`config.mk`:
```
export PLATFORM = sky130hd
export DESIGN_NAME = xpsr_wr_ctrl
export DESIGN_NICKNAME = d
export VERILOG_FILES = /design/src/rtl/xpsr_wr_ctrl.sv
export SDC_FILE = /design/constraint.sdc
export NUM_CORES = 1
export LEC_CHECK = 0
export CAP_MARGIN = 25
export CORE_MARGIN = 4
export CORE_UTILIZATION = 33
export CTS_BUF_LIST = sky130_fd_sc_hd__clkbuf_16
export DETAILED_ROUTE_END_ITERATION = 6
export GPL_ROUTABILITY_DRIVEN = 0
export HOLD_SLACK_MARGIN = 0.02
export PLACE_DENSITY = 0.78
export SETUP_SLACK_MARGIN = 0.05
export SKIP_CTS_REPAIR_TIMING = 1
export SKIP_LAST_GASP = 1
export SLEW_MARGIN = 5
export SYNTH_ARGS = -nofsm -noshare
export SYNTH_HDL_FRONTEND = slang
export SYNTH_SLANG_ARGS = --single-unit
```
`constraint.sdc`:
```
create_clock -name clk -period 1.41 [get_ports clk]
set_clock_uncertainty 0.1 [all_clocks]
set_input_delay 0.141 -clock clk [delete_from_list [all_inputs] [get_ports clk]]
set_output_delay 0.141 -clock clk [all_outputs]
set_load 0.05 [all_outputs]
```
`src/rtl/xpsr_wr_ctrl.sv`:
```
// -----------------------------------------------------------------------------
// xpsr_wr_ctrl
//
// Write-side controller that sits directly in front of the xPSR register.
// Each cycle it takes ALU flag updates, MSR writes, exception entry/return
// requests and instruction-retire events. From these it produces at most one
// registered command on the register's set_data / en_* / inst_valid inputs.
//
// The xPSR register advances its IT state only in cycles where no enable is
// asserted. A retire that collides with a write is therefore counted in a
// small deferred-retire counter and replayed as an inst_valid pulse in a later
// write-free cycle. An exception entry or return flushes the counter.
//
// Ports
//   clk, rst_n          core clock, synchronous active-low reset
//   alu_valid/flags/mask/ready    ALU flag update {N,Z,C,V,Q}
//   msr_valid/data/mask/ready     MSR write, mask = {apsr, ipsr, epsr}
//   exc_ent_valid, exc_num, cur_epsr   exception entry
//   exc_ret_valid, stacked_psr         exception return
//   exc_ready                     entry/return accepted (combinational)
//   exc_done                      pulse in the bubble cycle after an exception
//   retire, retire_ready          instruction retire handshake
//   set_data, en_apsr, en_ipsr, en_epsr, inst_valid   registered command
// -----------------------------------------------------------------------------
module xpsr_wr_ctrl #(
    parameter int unsigned PEND_MAX = 3
) (
    input  logic        clk,
    input  logic        rst_n,
    input  logic        alu_valid,
    input  logic [4:0]  alu_flags,
    input  logic [4:0]  alu_mask,
    output logic        alu_ready,
    input  logic        msr_valid,
    input  logic [31:0] msr_data,
    input  logic [2:0]  msr_mask,
    output logic        msr_ready,
    input  logic        exc_ent_valid,
    input  logic [8:0]  exc_num,
    input  logic [9:0]  cur_epsr,
    input  logic        exc_ret_valid,
    input  logic [31:0] stacked_psr,
    output logic        exc_ready,
    output logic        exc_done,
    input  logic        retire,
    output logic        retire_ready,
    output logic [31:0] set_data,
    output logic [4:0]  en_apsr,
    output logic        en_ipsr,
    output logic        en_epsr,
    output logic        inst_valid
);

    typedef enum logic [0:0] {
        ST_IDLE    = 1'b0,
        ST_EXC_BUB = 1'b1
    } state_t;

    localparam logic [1:0] PEND_MAX_C = 2'(PEND_MAX);

    // Build the xPSR image written on exception entry. cur_epsr is laid out as
    // {IT[1:0], T, ICI/IT[5:0], a}. Only T (bit 24) and the alignment bit
    // (bit 9) survive; the IT/ICI fields are cleared by writing zeros.
    function automatic logic [31:0] entry_image(input logic [8:0] num,
                                                input logic [9:0] epsr);
        entry_image = {7'b0000000, epsr[7], 14'b00000000000000, epsr[0], num};
    endfunction

    state_t      state_r;
    logic [1:0]  pend_r;
    logic [31:0] set_data_r;
    logic [4:0]  en_apsr_r;
    logic        en_ipsr_r;
    logic        en_epsr_r;
    logic        inst_valid_r;
    logic        exc_done_r;

    logic        idle_s;
    logic        exc_ready_s;
    logic        msr_ready_s;
    logic        alu_ready_s;
    logic        ret_acc_s;
    logic        ent_acc_s;
    logic        exc_acc_s;
    logic        msr_acc_s;
    logic        alu_acc_s;
    logic        wr_s;
    logic        retire_ready_s;
    logic        retire_acc_s;

    logic [31:0] cmd_data_s;
    logic [4:0]  cmd_en_apsr_s;
    logic        cmd_en_ipsr_s;
    logic        cmd_en_epsr_s;
    logic [1:0]  pend_nxt_s;
    logic        inst_valid_nxt_s;

    // Fixed-priority arbitration: exc_ret > exc_ent > msr > alu, IDLE only.
    always_comb begin
        idle_s         = (state_r == ST_IDLE);
        exc_ready_s    = idle_s;
        msr_ready_s    = idle_s & ~exc_ent_valid & ~exc_ret_valid;
        alu_ready_s    = msr_ready_s & ~msr_valid;
        ret_acc_s      = idle_s & exc_ret_valid;
        ent_acc_s      = idle_s & exc_ent_valid & ~exc_ret_valid;
        exc_acc_s      = ret_acc_s | ent_acc_s;
        msr_acc_s      = msr_ready_s & msr_valid;
        alu_acc_s      = alu_ready_s & alu_valid;
        wr_s           = exc_acc_s | msr_acc_s | alu_acc_s;
        // A full counter can still absorb a retire in a write-free IDLE cycle,
        // because that retire is issued directly rather than deferred.
        retire_ready_s = (pend_r != PEND_MAX_C) | (~wr_s & idle_s);
        retire_acc_s   = retire & retire_ready_s;
    end

    // Select the command image and enables for the winning request.
    always_comb begin
        cmd_data_s    = 32'h0000_0000;
        cmd_en_apsr_s = 5'b00000;
        cmd_en_ipsr_s = 1'b0;
        cmd_en_epsr_s = 1'b0;
        if (ret_acc_s) begin
            cmd_data_s    = stacked_psr;
            cmd_en_apsr_s = 5'b11111;
            cmd_en_ipsr_s = 1'b1;
            cmd_en_epsr_s = 1'b1;
        end else if (ent_acc_s) begin
            cmd_data_s    = entry_image(exc_num, cur_epsr);
            cmd_en_ipsr_s = 1'b1;
            cmd_en_epsr_s = 1'b1;
        end else if (msr_acc_s) begin
            cmd_data_s    = msr_data;
            cmd_en_apsr_s = {5{msr_mask[2]}};
            cmd_en_ipsr_s = msr_mask[1];
            cmd_en_epsr_s = msr_mask[0];
        end else if (alu_acc_s) begin
            cmd_data_s    = {alu_flags, 27'h000_0000};
            cmd_en_apsr_s = alu_mask;
        end else begin
            cmd_data_s    = set_data_r;
        end
    end

    // Deferred-retire bookkeeping and next IT-advance strobe.
    always_comb begin
        pend_nxt_s       = pend_r;
        inst_valid_nxt_s = 1'b0;
        if (exc_acc_s) begin
            // Exceptions discard any outstanding retires, including this one.
            pend_nxt_s = 2'd0;
        end else if (!idle_s) begin
            // Bubble cycle: counter stays empty and retires are dropped.
            pend_nxt_s = 2'd0;
        end else if (wr_s) begin
            if (retire_acc_s) begin
                pend_nxt_s = pend_r + 2'd1;
            end else begin
                pend_nxt_s = pend_r;
            end
        end else begin
            inst_valid_nxt_s = retire | (pend_r != 2'd0);
            if (retire) begin
                // New retire goes out now; backlog is unchanged.
                pend_nxt_s = pend_r;
            end else if (pend_r != 2'd0) begin
                pend_nxt_s = pend_r - 2'd1;
            end else begin
                pend_nxt_s = pend_r;
            end
        end
    end

    // FSM: one-cycle bubble after any accepted exception entry/return.
    always_ff @(posedge clk) begin
        if (!rst_n) begin
            state_r <= ST_IDLE;
        end else begin
            case (state_r)
                ST_IDLE: begin
                    if (exc_acc_s) begin
                        state_r <= ST_EXC_BUB;
                    end else begin
                        state_r <= ST_IDLE;
                    end
                end
                ST_EXC_BUB: state_r <= ST_IDLE;
                default:    state_r <= ST_IDLE;
            endcase
        end
    end

    // Registered command stage and deferred-retire counter.
    always_ff @(posedge clk) begin
        if (!rst_n) begin
            pend_r       <= 2'd0;
            set_data_r   <= 32'h0000_0000;
            en_apsr_r    <= 5'b00000;
            en_ipsr_r    <= 1'b0;
            en_epsr_r    <= 1'b0;
            inst_valid_r <= 1'b0;
            exc_done_r   <= 1'b0;
        end else begin
            pend_r       <= pend_nxt_s;
            set_data_r   <= cmd_data_s;
            en_apsr_r    <= cmd_en_apsr_s;
            en_ipsr_r    <= cmd_en_ipsr_s;
            en_epsr_r    <= cmd_en_epsr_s;
            inst_valid_r <= inst_valid_nxt_s;
            exc_done_r   <= exc_acc_s;
        end
    end

    assign exc_ready    = exc_ready_s;
    assign msr_ready    = msr_ready_s;
    assign alu_ready    = alu_ready_s;
    assign retire_ready = retire_ready_s;
    assign set_data     = set_data_r;
    assign en_apsr      = en_apsr_r;
    assign en_ipsr      = en_ipsr_r;
    assign en_epsr      = en_epsr_r;
    assign inst_valid   = inst_valid_r;
    assign exc_done     = exc_done_r;

endmodule

```
* Word level (Yosys, flattened, before mapping)
Cells that the tools add are included.
** Storage, ports and cells
- Bits of input ports :: 103
- Flip-flop bits (word level) :: 44
- Logic and storage cells :: 60
** Cells by class
- Bitwise logic cells :: 21
- $add $sub $neg :: 2
- Reductions and logical operators :: 6
- Multiplexer cells :: 20
- Eq/ne operators :: 3
** Operator list (number)
- $mux W32 :: 4
- $mux W5 :: 4
- $and A1 B1 Y1 :: 10
- $mux W2 :: 4
- $mux W1 :: 7
- $not A1 Y1 :: 6
- $or A1 B1 Y1 :: 5
- $ne A2 B1 Y1 const B :: 2
- $reduce_bool A2 Y1 :: 2
- $reduce_bool A4 Y1 :: 1
- $reduce_or A4 Y1 :: 1
- $reduce_and A3 Y1 :: 1
- $reduce_or A3 Y1 :: 1
- $add A2 B1 Y2 const B :: 1
- $ne A2 B2 Y1 const B :: 1
- $pmux W1 S2 :: 1
- $sub A2 B1 Y2 const B :: 1

* Logic depth before layout (Yosys ltp)
- Depth after elaboration :: 12
- Depth in mapped cells :: 7

* Least setup slack after synthesis
OpenSTA, ideal clock, no wires.
- Path type :: register to output
- From :: register state_r
- To :: output port retire_ready
- Cell stages (with the launch flop) :: 5
- Slack :: -1525 ps
- Arrival :: 2694 ps
- Data required time :: 1169 ps
- Path through :: dfxtp_1 > buf_6 > nor4_1 > nand2_1 > nand3_1
** On the way
- Cells in the longest elaborated chain, start to end :: 9
- Elaborated cells between the ends (all ways) :: 15
** Ends and longest elaborated chain
- start: declaration :: line 69 : state_t state_r;
- start signal: assignment :: line 176 : state_r <= ST_IDLE;
- start signal: assignment :: line 181 : state_r <= ST_EXC_BUB;
- start signal: assignment :: line 183 : state_r <= ST_IDLE;
- $not A1 Y1
- $and A1 B1 Y1 (2 in a row) :: line 102 : msr_ready_s = idle_s & ~exc_ent_valid & ~exc_ret_valid;
- $and A1 B1 Y1 :: line 103 : alu_ready_s = msr_ready_s & ~msr_valid;
- net alu_ready :: line 33 : output logic alu_ready,
- $and A1 B1 Y1 :: line 108 : alu_acc_s = alu_ready_s & alu_valid;
- $or A1 B1 Y1 :: line 109 : wr_s = exc_acc_s | msr_acc_s | alu_acc_s;
- $not A1 Y1 :: line 112 : retire_ready_s = (pend_r != PEND_MAX_C) | (~wr_s & idle_s);
- $and A1 B1 Y1 :: line 112
- $or A1 B1 Y1 :: line 112
- end: declaration :: line 46 : output logic retire_ready,
The timed path passes the listed nets, and every way through them passes these cells.

* Final worst setup path
- From :: register state_r
- To :: output port retire_ready
** On the way
- Cells in the longest elaborated chain, start to end :: 9
- Elaborated cells between the ends (all ways) :: 15
** Ends and longest elaborated chain
- $not A1 Y1 *
- $and A1 B1 Y1, on equally long branches (2 in a row) :: line 105, 102
- $or A1 B1 Y1 (tied with other cells) :: line 106 : exc_acc_s = ret_acc_s | ent_acc_s;
- $or A1 B1 Y1 or $and A1 B1 Y1 (tied branches) :: line 109, 108
- $or A1 B1 Y1 :: line 109
- $not A1 Y1 :: line 112
- $and A1 B1 Y1 * :: line 112
- $or A1 B1 Y1 * :: line 112
Every way passes the cells marked *; elsewhere a longest branch is shown, timed or not.

==> reports/results.ini <==
[status]
outcome=finished with violations
violations=negative setup slack

[sta]
hold_viol_final=0
slew_violations=0
worstMarginPinSlew_ns=0.5042
max_freq_mhz=656.3
setup_viol=9
setup_ws_ns=-0.1136
fin_crit_sh_pct=108.1
rsz0062_at_grt=yes
layout_min_cycle_time_ns=1.524
slew_headroom_pct=66.23

[floorplanning]
rows=29
die_area_sq_um=8186
num_io_pins=148
start_util_pct=34.75
die_h_um=90.48
core-area_sq_um=6459
die_w_um=90.48

[logic_synthesis]
ys_ff_latch=44
synth_largest_area_cell=dfxtp_1
syn_inst=259
synth_edf_count=0
avgSynthCellArea_sq_um=8.667
syn_nets=362
yosys_most_used_dff=dfxtp_1
synth_area_sq_um=2245
synth.distinct_cells=35
synth_area_leaders=dfxtp_1 (39%), nand2_1 (6.0%), nand3b_1 (5.7%)
ys_warn_count=0
synth_seq_area_share_pct=39.24
yosysTopAreaCellShare_pct=39.24
async_flop_share_pct=0

[clocking]
cts.clk_slew.worst_paths_ns=0.06
cts_buffer_depth=2
insertion_delay_ns=0.28
root_buffer=clkbuf_16
htree_levels=2
cts_sinks=44
cts_buffers=5
cts_tree=yes

[layout]
nets=515
num-fill-cells=485
area_growth_pct=100.7
layout-drive-gt1-share_pct=25.91
fin_area_sq_um=4506
num_antenna_cells=0

[critical_path]
slowest_stage=dfxtp_4
path_cells=nor4_4 -> nand2_2 -> nand3_4 -> buf_8
r2r-start=state_r
reg2reg_to=set_data[0]
r2r_cells=6
max_stage_delay_ns=0.36
critPathCaptureType=output pin
cp.required_ns=1.17
reg2reg_slack_ns=-0.02
critPathLaunchType=flip-flop
worstSetupPathType=flip-flop to output pin
worstPathMaxFanout=5
worstPathArrival_ns=1.28

[grt]
grt_pass1_vias=2612
grt_antenna_before_repair=0
grt_usage_pct=17.87
grt_max_degree=36
grt-ovfl-total=0
grt_pass1_wl_mm=12.23

[routing]
wl_per_cell_um=15.75
wl_mm=7.718
dr.first_iter.drc_count=59
postRouteAntennaNets=0
drt-pass1-iter-count=4
vias=2513
viasPerCell=5.129
drc_errors=0

[placed_design]
port_buffers=139
dp_hpwl_mm=6.159
dp_slack_ns=-0.5660
dpl_cell_area_sq_um=4257

[hold_path]
min_to=state_r
min_from=exc_ent_valid
min_path_cells=4
hold_path.class=input port to flip-flop

[pwr]
p_leak_nw=1.776
ir_worst_vdd_mv=0.7615
power_density_nw_per_um2=869.2

[run]
max-cap-violations=0

[Yosys cell counts, types with 2 or more instances]
| cell type | count |
|---|---|
| a21boi_0 | 6 |
| a21boi_2 | 10 |
| a21o_1 | 16 |
| a21oi_1 | 9 |
| a22o_1 | 11 |
| a22oi_1 | 16 |
| a31oi_1 | 5 |
| buf_2 | 4 |
| buf_6 | 5 |
| clkbuf_1 | 11 |
| dfxtp_1 | 44 |
| inv_1 | 2 |
| nand2_1 | 36 |
| nand3_1 | 3 |
| nand3b_1 | 17 |
| nor2_1 | 16 |
| nor2b_1 | 3 |
| nor3_1 | 2 |
| o21a_1 | 11 |
| o21ai_0 | 16 |
| o31ai_1 | 2 |
[critical path: cells and delay by family (launching register included)]
kind / cells / cell delay, ns
buffers and inverters: 1 / 0.15
DFF: 1 / 0.36
and+or+nand+nor: 3 / 0.49
[worst max-delay path by stage]
| stage | from | end |
|---|---|---|
| floorplan | state_r | retire_ready |
| global placement | exc_ent_valid | set_data[4] |
| detailed placement | msr_valid | set_data[31] |
| CTS | exc_ent_valid | retire_ready |
| global route | state_r | retire_ready |
| finish | state_r | retire_ready |
[cell families after synthesis]
family,Yosys count,share of synthesized area (%)
AOI/OAI and AO/OA,104,34.28
buffers and inverters,25,6.577
DFF,44,39.24
muxes,2,0.9476
and+or+nand+nor,84,18.95
[stage by stage]
stage	TNS (ns)	util [%]	power (mW)	hold slack, ns	cells
final	-0.2400	69.76	3.916	0.2861	490
after global placement	-17.60	65.90	2.795	0.3868	478
after floorplan	-4.615	-	2.030	0.1815	259
after CTS	-8.605	68.13	3.921	0.2985	486
after global routing	-1.180	69.76	4.072	0.3164	490
after detailed placement	-19.77	65.90	2.815	0.3948	478
[state kept, by name, indices dropped and copies added, names as in the netlist]
register,count
state_r,1
en_ipsr,1
en_epsr,1
en_apsr,5
exc_done,1
pend_r,2
set_data,32
inst_valid,1
[area by class of cell]
cell class	instances	area, sq um	share of cell area (%)
clock inverters	3	18.77	0.4166
repair buffers	168	2088	46.35
flip-flops and latches	44	884.6	19.63
multi-input cells	190	1279	28.38
inverters	3	13.76	0.3055
well taps	77	96.34	2.138
clock buffers	5	125.1	2.777
[report_power, final]
| group | total [mW] | internal, mW | switching, mW |
|---|---|---|---|
| logic | 1.39 | 0.761 | 0.633 |
| clock network | 1.10 | 0.649 | 0.454 |
| registers | 1.42 | 1.33 | 0.0877 |
| total | 3.92 | 2.74 | 1.18 |
[cells in the final DEF (no fill, tap or decap), types with 3 or more instances in the layout]
cell	synthesis	routed
a21boi_2	10	10
a22o_1	11	11
buf_12	0	45
buf_6	5	3
a22oi_1	16	16
a21o_1	16	16
clkdlybuf4s50_1	0	90
clkbuf_16	0	5
a31oi_1	5	5
nor2_1	16	15
o21a_1	11	11
a21boi_0	6	6
nand3b_1	17	17
buf_4	0	24
dfxtp_1	44	43
dlymetal6s2s_1	0	3
o21ai_0	16	16
a21oi_1	9	9
nand2_1	36	35
[metal layers]
metal  track usage (%)  part of all wire [%]  up-vias  wire [um]
met1             19.74                    40     1173       3074
met2             32.18                    51       89       3904
met5                 0                     0        -          0
li1                  -                     -     1236          -
met4             6.122                   2.2        0        173
met3             5.500                   7.3       15        565
(Power assumes the default switching activity.)
